## src/rtl/mem_port_arbiter.sv

```systemverilog
// ---------------------------------------------------------------------------
// mem_port_arbiter
//
// Shares one single-port instruction/data memory between the fetch stage and
// the load/store unit. One memory transaction is outstanding at a time: the
// arbiter picks a winner in IDLE, presents it to memory, then waits in
// WAIT_F / WAIT_D for the single response and routes it back to its owner.
//
// Handshake rules used on every port of this block:
//   - A requester raises *_req with its address/data and holds all of them
//     stable until it sees its *_gnt. *_gnt is combinational and means "the
//     memory took your request this cycle".
//   - Toward memory, a transfer happens in the cycle where m_req & m_ready.
//     Once m_req is raised, the winner and m_we/m_addr/m_wdata/m_be stay
//     stable until accepted (except a fetch redirect, see f_flush).
//   - m_rvalid / f_rvalid / d_rvalid are single-cycle pulses carrying the
//     response; there is no back-pressure on responses.
//
// Ports
//   clock, reset         single clock, synchronous active-high reset
//   f_req/f_addr         fetch read request and PC
//   f_flush              fetch redirect: drop any in-flight fetch response
//   f_gnt/f_rvalid/f_rdata  fetch accept, response valid, instruction word
//   fetch_stall          hold PC (= ~f_rvalid)
//   d_req/d_we/d_addr/d_wdata/d_be  load/store request
//   d_gnt/d_rvalid/d_rdata  data accept, load data / store ack
//   m_req/m_we/m_addr/m_wdata/m_be/m_ready  memory request side
//   m_rvalid/m_rdata     memory response side
//   dbg_state/dbg_starve_cnt/dbg_lock/dbg_discard  internal state visibility
// ---------------------------------------------------------------------------
module mem_port_arbiter #(
  parameter int XLEN         = 32,
  parameter int STARVE_LIMIT = 4,
  localparam int CNT_W       = $clog2(STARVE_LIMIT + 1)
) (
  input  logic             clock,
  input  logic             reset,
  // fetch port
  input  logic             f_req,
  input  logic [XLEN-1:0]  f_addr,
  input  logic             f_flush,
  output logic             f_gnt,
  output logic             f_rvalid,
  output logic [XLEN-1:0]  f_rdata,
  output logic             fetch_stall,
  // load/store port
  input  logic             d_req,
  input  logic             d_we,
  input  logic [XLEN-1:0]  d_addr,
  input  logic [XLEN-1:0]  d_wdata,
  input  logic [3:0]       d_be,
  output logic             d_gnt,
  output logic             d_rvalid,
  output logic [XLEN-1:0]  d_rdata,
  // memory port
  output logic             m_req,
  output logic             m_we,
  output logic [XLEN-1:0]  m_addr,
  output logic [XLEN-1:0]  m_wdata,
  output logic [3:0]       m_be,
  input  logic             m_ready,
  input  logic             m_rvalid,
  input  logic [XLEN-1:0]  m_rdata,
  // debug visibility
  output logic [1:0]       dbg_state,
  output logic [CNT_W-1:0] dbg_starve_cnt,
  output logic             dbg_lock,
  output logic             dbg_discard
);

  typedef enum logic [1:0] {
    IDLE   = 2'd0,
    WAIT_F = 2'd1,
    WAIT_D = 2'd2
  } state_t;

  localparam logic [CNT_W-1:0] LIMIT = CNT_W'(STARVE_LIMIT);

  state_t           state, state_next;
  logic             lock, lock_next;
  logic             owner_d, owner_d_next;   // latched winner while locked: 1 = data
  logic [CNT_W-1:0] starve_cnt, starve_next;
  logic             discard, discard_next;

  // arbitration
  logic req_any;
  logic lock_eff;
  logic win_d;

  // -------------------------------------------------------------------------
  // Winner selection (only meaningful in IDLE).
  // A lock normally pins the winner. It is dropped when fetch is the owner
  // and gets redirected, and also if the owner withdraws its request, so a
  // misbehaving requester can never leave m_req driven for a port that is
  // no longer asking.
  // -------------------------------------------------------------------------
  always_comb begin
    req_any  = f_req | d_req;
    lock_eff = lock
             & ~(~owner_d & f_flush)
             & (owner_d ? d_req : f_req);
    if (lock_eff) begin
      win_d = owner_d;
    end else if (f_req && d_req) begin
      win_d = (starve_cnt != LIMIT);
    end else begin
      win_d = d_req;
    end
  end

  // -------------------------------------------------------------------------
  // State register
  // -------------------------------------------------------------------------
  always_ff @(posedge clock) begin
    if (reset) begin
      state      <= IDLE;
      lock       <= 1'b0;
      owner_d    <= 1'b0;
      starve_cnt <= '0;
      discard    <= 1'b0;
    end else begin
      state      <= state_next;
      lock       <= lock_next;
      owner_d    <= owner_d_next;
      starve_cnt <= starve_next;
      discard    <= discard_next;
    end
  end

  // -------------------------------------------------------------------------
  // Next-state logic
  // -------------------------------------------------------------------------
  always_comb begin
    state_next   = state;
    lock_next    = lock;
    owner_d_next = owner_d;
    starve_next  = starve_cnt;
    discard_next = discard;

    case (state)
      IDLE: begin
        lock_next    = lock_eff;
        discard_next = 1'b0;
        if (req_any) begin
          if (m_ready) begin
            state_next = win_d ? WAIT_D : WAIT_F;
            lock_next  = 1'b0;
          end else begin
            lock_next    = 1'b1;
            owner_d_next = win_d;
          end
        end
        // Count data wins that happened while fetch was waiting.
        if (f_gnt) begin
          starve_next = '0;
        end else if (d_gnt && f_req && (starve_cnt != LIMIT)) begin
          starve_next = starve_cnt + 1'b1;
        end
      end

      WAIT_F: begin
        if (f_flush) begin
          discard_next = 1'b1;
        end
        if (m_rvalid) begin
          state_next   = IDLE;
          discard_next = 1'b0;
        end
      end

      WAIT_D: begin
        if (m_rvalid) begin
          state_next = IDLE;
        end
      end

      default: begin
        state_next = IDLE;
      end
    endcase
  end

  // -------------------------------------------------------------------------
  // Outputs. Everything handshake-related is forced inactive during reset so
  // the memory never sees a request while the arbiter is being initialised.
  // -------------------------------------------------------------------------
  always_comb begin
    m_req    = 1'b0;
    m_we     = 1'b0;
    m_addr   = f_addr;
    m_wdata  = '0;
    m_be     = 4'hF;
    f_gnt    = 1'b0;
    d_gnt    = 1'b0;
    f_rvalid = 1'b0;
    d_rvalid = 1'b0;
    f_rdata  = m_rdata;
    d_rdata  = m_rdata;

    if (!reset) begin
      case (state)
        IDLE: begin
          m_req = req_any;
          if (win_d) begin
            m_we    = d_we;
            m_addr  = d_addr;
            m_wdata = d_wdata;
            m_be    = d_be;
          end
          f_gnt = req_any & m_ready & ~win_d;
          d_gnt = req_any & m_ready &  win_d;
        end
        WAIT_F: begin
          // A redirect in the response cycle itself also kills the word.
          f_rvalid = m_rvalid & ~discard & ~f_flush;
        end
        WAIT_D: begin
          d_rvalid = m_rvalid;
        end
        default: begin
        end
      endcase
    end

    fetch_stall = ~f_rvalid;
  end

  assign dbg_state      = state;
  assign dbg_starve_cnt = starve_cnt;
  assign dbg_lock       = lock;
  assign dbg_discard    = discard;

endmodule
```

## config.mk

```make
export PLATFORM = sky130hd
export DESIGN_NAME = mem_port_arbiter
export DESIGN_NICKNAME = d
export VERILOG_FILES = /design/src/rtl/mem_port_arbiter.sv
export SDC_FILE = /design/constraint.sdc
export NUM_CORES = 1
export LEC_CHECK = 0
export CORE_AREA = 5 5 109 111
export CTS_BUF_LIST = sky130_fd_sc_hd__clkbuf_4 sky130_fd_sc_hd__clkbuf_8
export DETAILED_ROUTE_END_ITERATION = 8
export DIE_AREA = 0 0 114 116
export DONT_BUFFER_PORTS = 1
export GPL_TIMING_DRIVEN = 0
export PLACE_DENSITY = 0.3
export SETUP_SLACK_MARGIN = 0.02
export SLEW_MARGIN = 20
export SYNTH_ARGS = -nofsm -noshare
export SYNTH_HDL_FRONTEND = slang
export SYNTH_SLANG_ARGS = --single-unit
```

## constraint.sdc

```tcl
create_clock -name clock -period 3.1 [get_ports clock]
set_clock_uncertainty 0.15 [all_clocks]
set_input_delay 0.155 -clock clock [delete_from_list [all_inputs] [get_ports clock]]
set_output_delay 0.155 -clock clock [all_outputs]
set_load 0.01 [all_outputs]
```

==> results.yml, run 1 <==
run_status:
  status: "finished, final reports clean"
critical_path:
  critPathLaunchType: "flip-flop"
  reg2reg_to: "dbg_starve_cnt[1]$_SDFFE_PP0P_"
  crit_path_cell_trace: "inv_1 > ha_1 > and2_4 > o211a_4 > nor2_4 > buf_2 > mux2_1"
  path_max_fanout: 10
  path_delay_family: "flip-flops"
  arrival_ps: 2270
  critPathBufInv: 2
  cpPeakStageDelay_ps: 470
  rr_worst_depth: 7
  endpoint_kind: "output pin"
  r2r_start: "dbg_state[0]$_SDFFE_PP0P_"
  cp_slowest_cell: "dfxtp_1"
  critPathKind: "flip-flop to output pin"
  critPathRequiredTime_ps: 2790
  rrSetupSlack_ps: 1040
timing:
  setup_viol: 0
  max_freq_ghz: 0.388
  finalWorstSetupSlack_ps: 524
  worst_pin_slew_ps: 604
  fin_crit_sh_pct: 83.1
  finalSetupTns_ps: 0
  rsz0062_at_grt: "false"
  relSlewSlack_pct: 59.3
  slew_viol_final: 0
  hold_viol_final: 0
  period_needed_ps: 2580
synthesis:
  syn_area_per_cell_sq_um: 8.05
  syn_nets: 355
  synth.distinct_cells: 36
  ys_top_cells_by_area: "buf_4, mux2_1, and2_1, dfxtp_1, ha_1"
  synth_top_area_share_pct: 29.8
  synth-seq-cells: 8
  netlist_instances: 210
  syn_area_sq_um: 1690
  yosysTopAreaCell: "buf_4"
  yosysWarnings: 0
  ys_seq_area_share_pct: 9.47
cts:
  cts.clk_slew.worst_paths_ps: 50
  cts_setup_buffers: 0
  cts_buffers: 3
  insertion_delay_ps: 230
  cts_sinks: 8
  post_cts_resized: 0
  cts_max_level: 1
  cts_tree: "built"
  ctsLongestPathBuffers: 2
  ctsHoldBuffers: 2
  cts.root.buffer_cell: "clkbuf_8"
placement:
  io_buffers: 0
  place.gp.congestion: 0.726
  hpwlAfterDp_mm: 6.19
  placed_cells: 350
  dp_worst_setup_slack_ps: 730
global_route:
  grt-ovfl-total: 0
  antenna_found_initial: 0
  grt_pass1_wl_mm: 8.69
  grt_usage_pct: 8.40
  grt_pass1_vias: 1465
  grt_max_degree: 11
worst_hold_path:
  holdPathEnd: "dbg_discard$_SDFFE_PP0P_"
  holdCritStartpoint: "m_rvalid"
  hold_class: "input pin to flip-flop"
  whs_path_depth: 3
finish:
  layout_commonest_cell: "buf_4"
  final_cell_mix: "buf_4, and2_1, mux2_1"
  fillCellCount: 1198
  nNetsFinal: 362
  fin_cells: 355
  drive_above_1_share_pct: 39.1
  areaGrowthSynthToFinish_pct: 14.0
  diodes: 0
  multi_input_comb_area_sq_um: 966
  register_area_sq_um: 160
die:
  die_area_sq_um: 13200
  core_area_sq_um: 10700
  initial_core_util_pct: 15.8
  die-width_microns: 114
  rows: 38
  die_y_microns: 116
  io_pins: 286
routing:
  wl_mm: 6.76
  vias: 1448
  via_per_inst: 4.08
  drtPass1Iterations: 6
  drc: 0
  drt_iter0_markers: 20
  ant_nets: 0
  wl_per_cell_microns: 19.1
pwr:
  ir_drop_uv: 87.4
  leakage_uw: 0.000834
  p_total_uw: 521
  powerDensity_nw_per_um2: 271
run:
  drv_cap: 0
==> worst max-delay path by stage <==
stage          slack, ps         end  cells after the start                           start
6_report             520  m_addr[20]                      7  dbg_starve_cnt[0]$_SDFFE_PP0P_
3_3_place_gp         710  m_addr[20]                      7  dbg_starve_cnt[0]$_SDFFE_PP0P_
5_1_grt              310  m_wdata[7]                      8  dbg_starve_cnt[0]$_SDFFE_PP0P_
4_1_cts              470  m_addr[20]                      7  dbg_starve_cnt[0]$_SDFFE_PP0P_
3_5_place_dp         730  m_addr[20]                      7  dbg_starve_cnt[0]$_SDFFE_PP0P_
2_1_floorplan       1010  m_addr[19]                      7  dbg_starve_cnt[0]$_SDFFE_PP0P_
==> layer usage <==
layer | GRT usage, % | share of wire, % | vias to the layer above
met5 | 0 | 0 | -
met4 | 1.19 | 0.31 | 0
met3 | 1.67 | 11 | 4
met2 | 14.8 | 51 | 135
met1 | 10.9 | 38 | 666
li1 | - | - | 643
==> synth_stat cells <==
cell	number
a311oi_1	1
a211oi_1	1
inv_2	1
a32o_1	1
buf_4	67
a21oi_1	3
nand3_1	1
and2_4	1
ha_1	5
or2b_1	1
nand2_1	7
mux2_1	32
nor2b_2	1
a2111o_1	1
a32oi_1	1
nor2_4	1
or3_1	4
dfxtp_1	8
o211a_4	1
nor2_1	7
nand4_1	1
a22oi_1	1
nand4b_1	1
and2_1	34
o211ai_1	1
a21o_2	1
nor2b_1	2
a22o_1	1
o21ai_0	1
or3b_1	1
buf_2	7
or3_4	1
nor3_1	4
mux2i_1	1
inv_1	6
a41oi_1	2
==> logic make-up after synthesis <==
family,after synthesis,synth area share [%]
AO/OA/AOI/OAI,16,7.92
AND/OR/NAND/NOR,67,23.6
buffers and inverters,81,33.4
flip-flops,8,9.47
adder cells (fa/ha/maj),5,3.70
multiplexers,33,21.9
==> final cells by class <==
cell class / count / area share, %
Buffer: 74 / 27.9
Timing Repair Buffer: 2 / 1.04
Tap cell: 140 / 9.09
Sequential cell: 8 / 8.31
Clock buffer: 3 / 2.14
Inverter: 7 / 1.36
Multi-Input combinational cell: 121 / 50.1
==> power breakdown <==
| part | switching (uW) | total (uW) | internal [uW] |
|---|---|---|---|
| registers | 8.64 | 117 | 108 |
| clock network | 45.6 | 130 | 84.6 |
| logic | 153 | 274 | 121 |
==> worst reg2reg max path, cell delays in order, from the launching register on <==
cell and delay [ps]:
dfxtp_1 450, inv_1 100, ha_1 300, nor2b_2 190, nand2_1 230, nor2_4 70
buf_2 190, a32o_1 260
==> sequential cells by signal, indices dropped and copies added (netlist names) <==
signal,flops
dbg_starve_cnt,3
dbg_state,2
owner_d,1
dbg_discard,1
dbg_lock,1
==> stage by stage <==
stage | hold slack, ps | utilization [%] | area, sq um
2_1_floorplan | 175 | - | 1690
3_3_place_gp | 191 | 17.4 | 1870
3_5_place_dp | 187 | 17.4 | 1870
4_1_cts | 18.0 | 18.0 | 1930
5_1_grt | 39.8 | 18.0 | 1930
6_report | 21.0 | 18.0 | 1930
Note: power is estimated with default switching activity, not from simulation.
==> run 2: changes to the inputs <==
--- a/config.mk
+++ b/config.mk
@@ -5,10 +5,11 @@
 export SDC_FILE = /design/constraint.sdc
 export NUM_CORES = 1
 export LEC_CHECK = 0
-export CORE_AREA = 5 5 109 111
+export ABC_AREA = 1
+export CORE_AREA = 5 5 108 110
 export CTS_BUF_LIST = sky130_fd_sc_hd__clkbuf_4 sky130_fd_sc_hd__clkbuf_8
 export DETAILED_ROUTE_END_ITERATION = 8
-export DIE_AREA = 0 0 114 116
+export DIE_AREA = 0 0 113 115
 export DONT_BUFFER_PORTS = 1
 export GPL_TIMING_DRIVEN = 0
 export PLACE_DENSITY = 0.3
==> constraint.sdc (replaced) <==
create_clock -name clock -period 2.62 [get_ports clock]
set_clock_uncertainty 0.15 [all_clocks]
set_input_delay 0.131 -clock clock [delete_from_list [all_inputs] [get_ports clock]]
set_output_delay 0.131 -clock clock [all_outputs]
set_load 0.01 [all_outputs]
==> results.yml, run 2 <==
routing:
  via_per_inst: 3.90
  drt_iter0_markers: 56
  ant_nets: 0
  vias: 1823
  drc: 0
  wl_mm: 8.08
  wl_per_cell_microns: 17.3
  drtPass1Iterations: 4
global_route:
  grt_pass1_wl_mm: 10.1
  antenna_found_initial: 0
  grt_usage_pct: 10.1
  grt_pass1_vias: 1645
  grt_max_degree: 11
  grt-ovfl-total: 0
cts:
  insertion_delay_ps: 230
  cts.clk_slew.worst_paths_ps: 40
  cts_max_level: 1
  post_cts_resized: 0
  cts_sinks: 8
  cts.root.buffer_cell: "clkbuf_8"
  cts_buffers: 3
  ctsLongestPathBuffers: 2
  cts_tree: "built"
synthesis:
  ys_top_cells_by_area: "buf_4, nand2_1, inv_1, dfxtp_1, nor2_1"
  yosysWarnings: 0
  syn_area_per_cell_sq_um: 5.33
  synth.distinct_cells: 21
  synth-seq-cells: 8
  synth_edf_count: 0
  synth_flop_cell: "dfxtp_1"
  syn_area_sq_um: 1690
  synth_common_cells: "nand2_1, buf_4, inv_1"
  yosysMostFrequentCell: "nand2_1"
  netlist_instances: 316
  synth_top_area_share_pct: 28.5
  syn_nets: 461
  yosysTopAreaCell: "buf_4"
  synth-async-reset-ratio_pct: 0
  ys_seq_area_share_pct: 9.50
critical_path:
  critPathLaunchType: "flip-flop"
  rrSetupSlack_ps: 380
  endpoint_kind: "output pin"
  arrival_ps: 2100
  cp_slowest_cell: "dfxtp_1"
  crit_path_cell_trace: "inv_1 > ha_1 > nand2_1 > nand2_1 > nand2_1 > nand3_2 > nor2_4 > inv_2 > buf_6 > or2_1"
  cpPeakStageDelay_ps: 400
  cp_common_cell: "nand2_1"
  critPathRequiredTime_ps: 2340
  critPathKind: "flip-flop to output pin"
  path_max_fanout: 10
timing:
  hold_viol_final: 0
  slew_viol_final: 0
  worst_pin_slew_ps: 490
  rsz0062_at_grt: "false"
  whs_ps: 42.6
  relSlewSlack_pct: 67.0
  finalSetupTns_ps: 0
  max_freq_ghz: 0.421
  fin_crit_sh_pct: 90.7
  setup_viol: 0
  period_needed_ps: 2380
finish:
  fin_cells: 467
  diodes: 0
  layout_commonest_cell: "nand2_1"
  largest_reg_flops: 3
  nNetsFinal: 474
  final_cell_mix: "nand2_1, buf_4, inv_1"
  areaGrowthSynthToFinish_pct: 17.1
  drive_above_1_share_pct: 25.7
placement:
  placed_cells: 456
  hpwlAfterDp_mm: 7.20
  place.gp.congestion: 0.901
  io_buffers: 0
die:
  rows: 38
  io_pins: 286
  die_y_microns: 115
  initial_core_util_pct: 15.9
  die_area_sq_um: 13000
  core_area_sq_um: 10600
  die-width_microns: 113
worst_hold_path:
  hold_class: "input pin to flip-flop"
pwr:
  leakage_uw: 0.00122
  ir_drop_uv: 223
  powerDensity_nw_per_um2: 392
  p_total_uw: 773
run_status:
  status: "finished, final reports clean"
run:
  drv_cap: 0
==> run 2: cell types whose count changed in the layout (fill, tap and decap cells not counted), moves of 4 or more <==
cell / change
nand2_1: +101
inv_1: +43
and2_1: -34
nor2_1: +34
mux2_1: -32
nand3_1: +4
o21ai_0: +4
or2_1: +4
or3_1: -4
==> run 2: logic make-up (layout without fill, tap and decap cells) <==
logic type      Yosys count  in the layout  synth area share (%)
simple gates            164            164                  38.8
xor+xnor                  1              1                 0.520
flops                     8              8                  9.50
compound gates           13             13                  4.23
buf+inv                 125            136                  43.3
fa+ha+maj                 5              5                  3.71
==> run 2: final cells by class <==
class	instances	area (sq um)
plain buffers	75	542
clock buffers	3	41.3
fillers	1237	8630
inverters	50	188
multi-input cells	183	796
flip-flops and latches	8	160
well taps	140	175
repair buffers	8	72.6
==> run 2: final timing paths <==
path | startpoint | to | cells after the start
hold reg to reg | dbg_lock$_SDFFE_PP0N_ | dbg_lock$_SDFFE_PP0N_ | 2
hold / removal | reset | dbg_lock$_SDFFE_PP0N_ | 2
setup / recovery | dbg_starve_cnt[0]$_SDFFE_PP0P_ | m_be[2] | 10
setup reg to reg | dbg_state[0]$_SDFFE_PP0P_ | owner_d$_SDFFE_PP0P_ | 7
==> run 2: critical path: cells and delay by family (launching register included) <==
family	cells	cell delay, ps
buffers and inverters	3	370
DFF	1	400
adders and majority gates	1	220
and+or+nand+nor	6	860
==> run 2: per-layer routing <==
layer	GRT usage (%)	share of wire [%]
met5	0	0
met4	2.24	1.5
met3	4.47	13
met2	17.0	50
met1	11.9	36
==> run 2: report_power, final <==
group / switching (uW) / internal, uW
sequential: 20.3 / 136
clock: 51.2 / 99.8
combinational: 305 / 161
==> run 2: what timing repair did <==
item                                    4_1_cts  5_1_grt
hold endpoints to repair                      4        0
buffers inserted                              0        3
endpoints found under the setup margin        0        4
hold buffers                                  5        0
==> run 2: through the flow <==
stage	util (%)	area, sq um	setup WS [ps]
global placement	17.5	1860	383
CTS	18.4	1950	147
finish	18.6	1970	244
floorplan	-	1690	829
global route	18.6	1970	78.6
detailed placement	17.5	1860	393
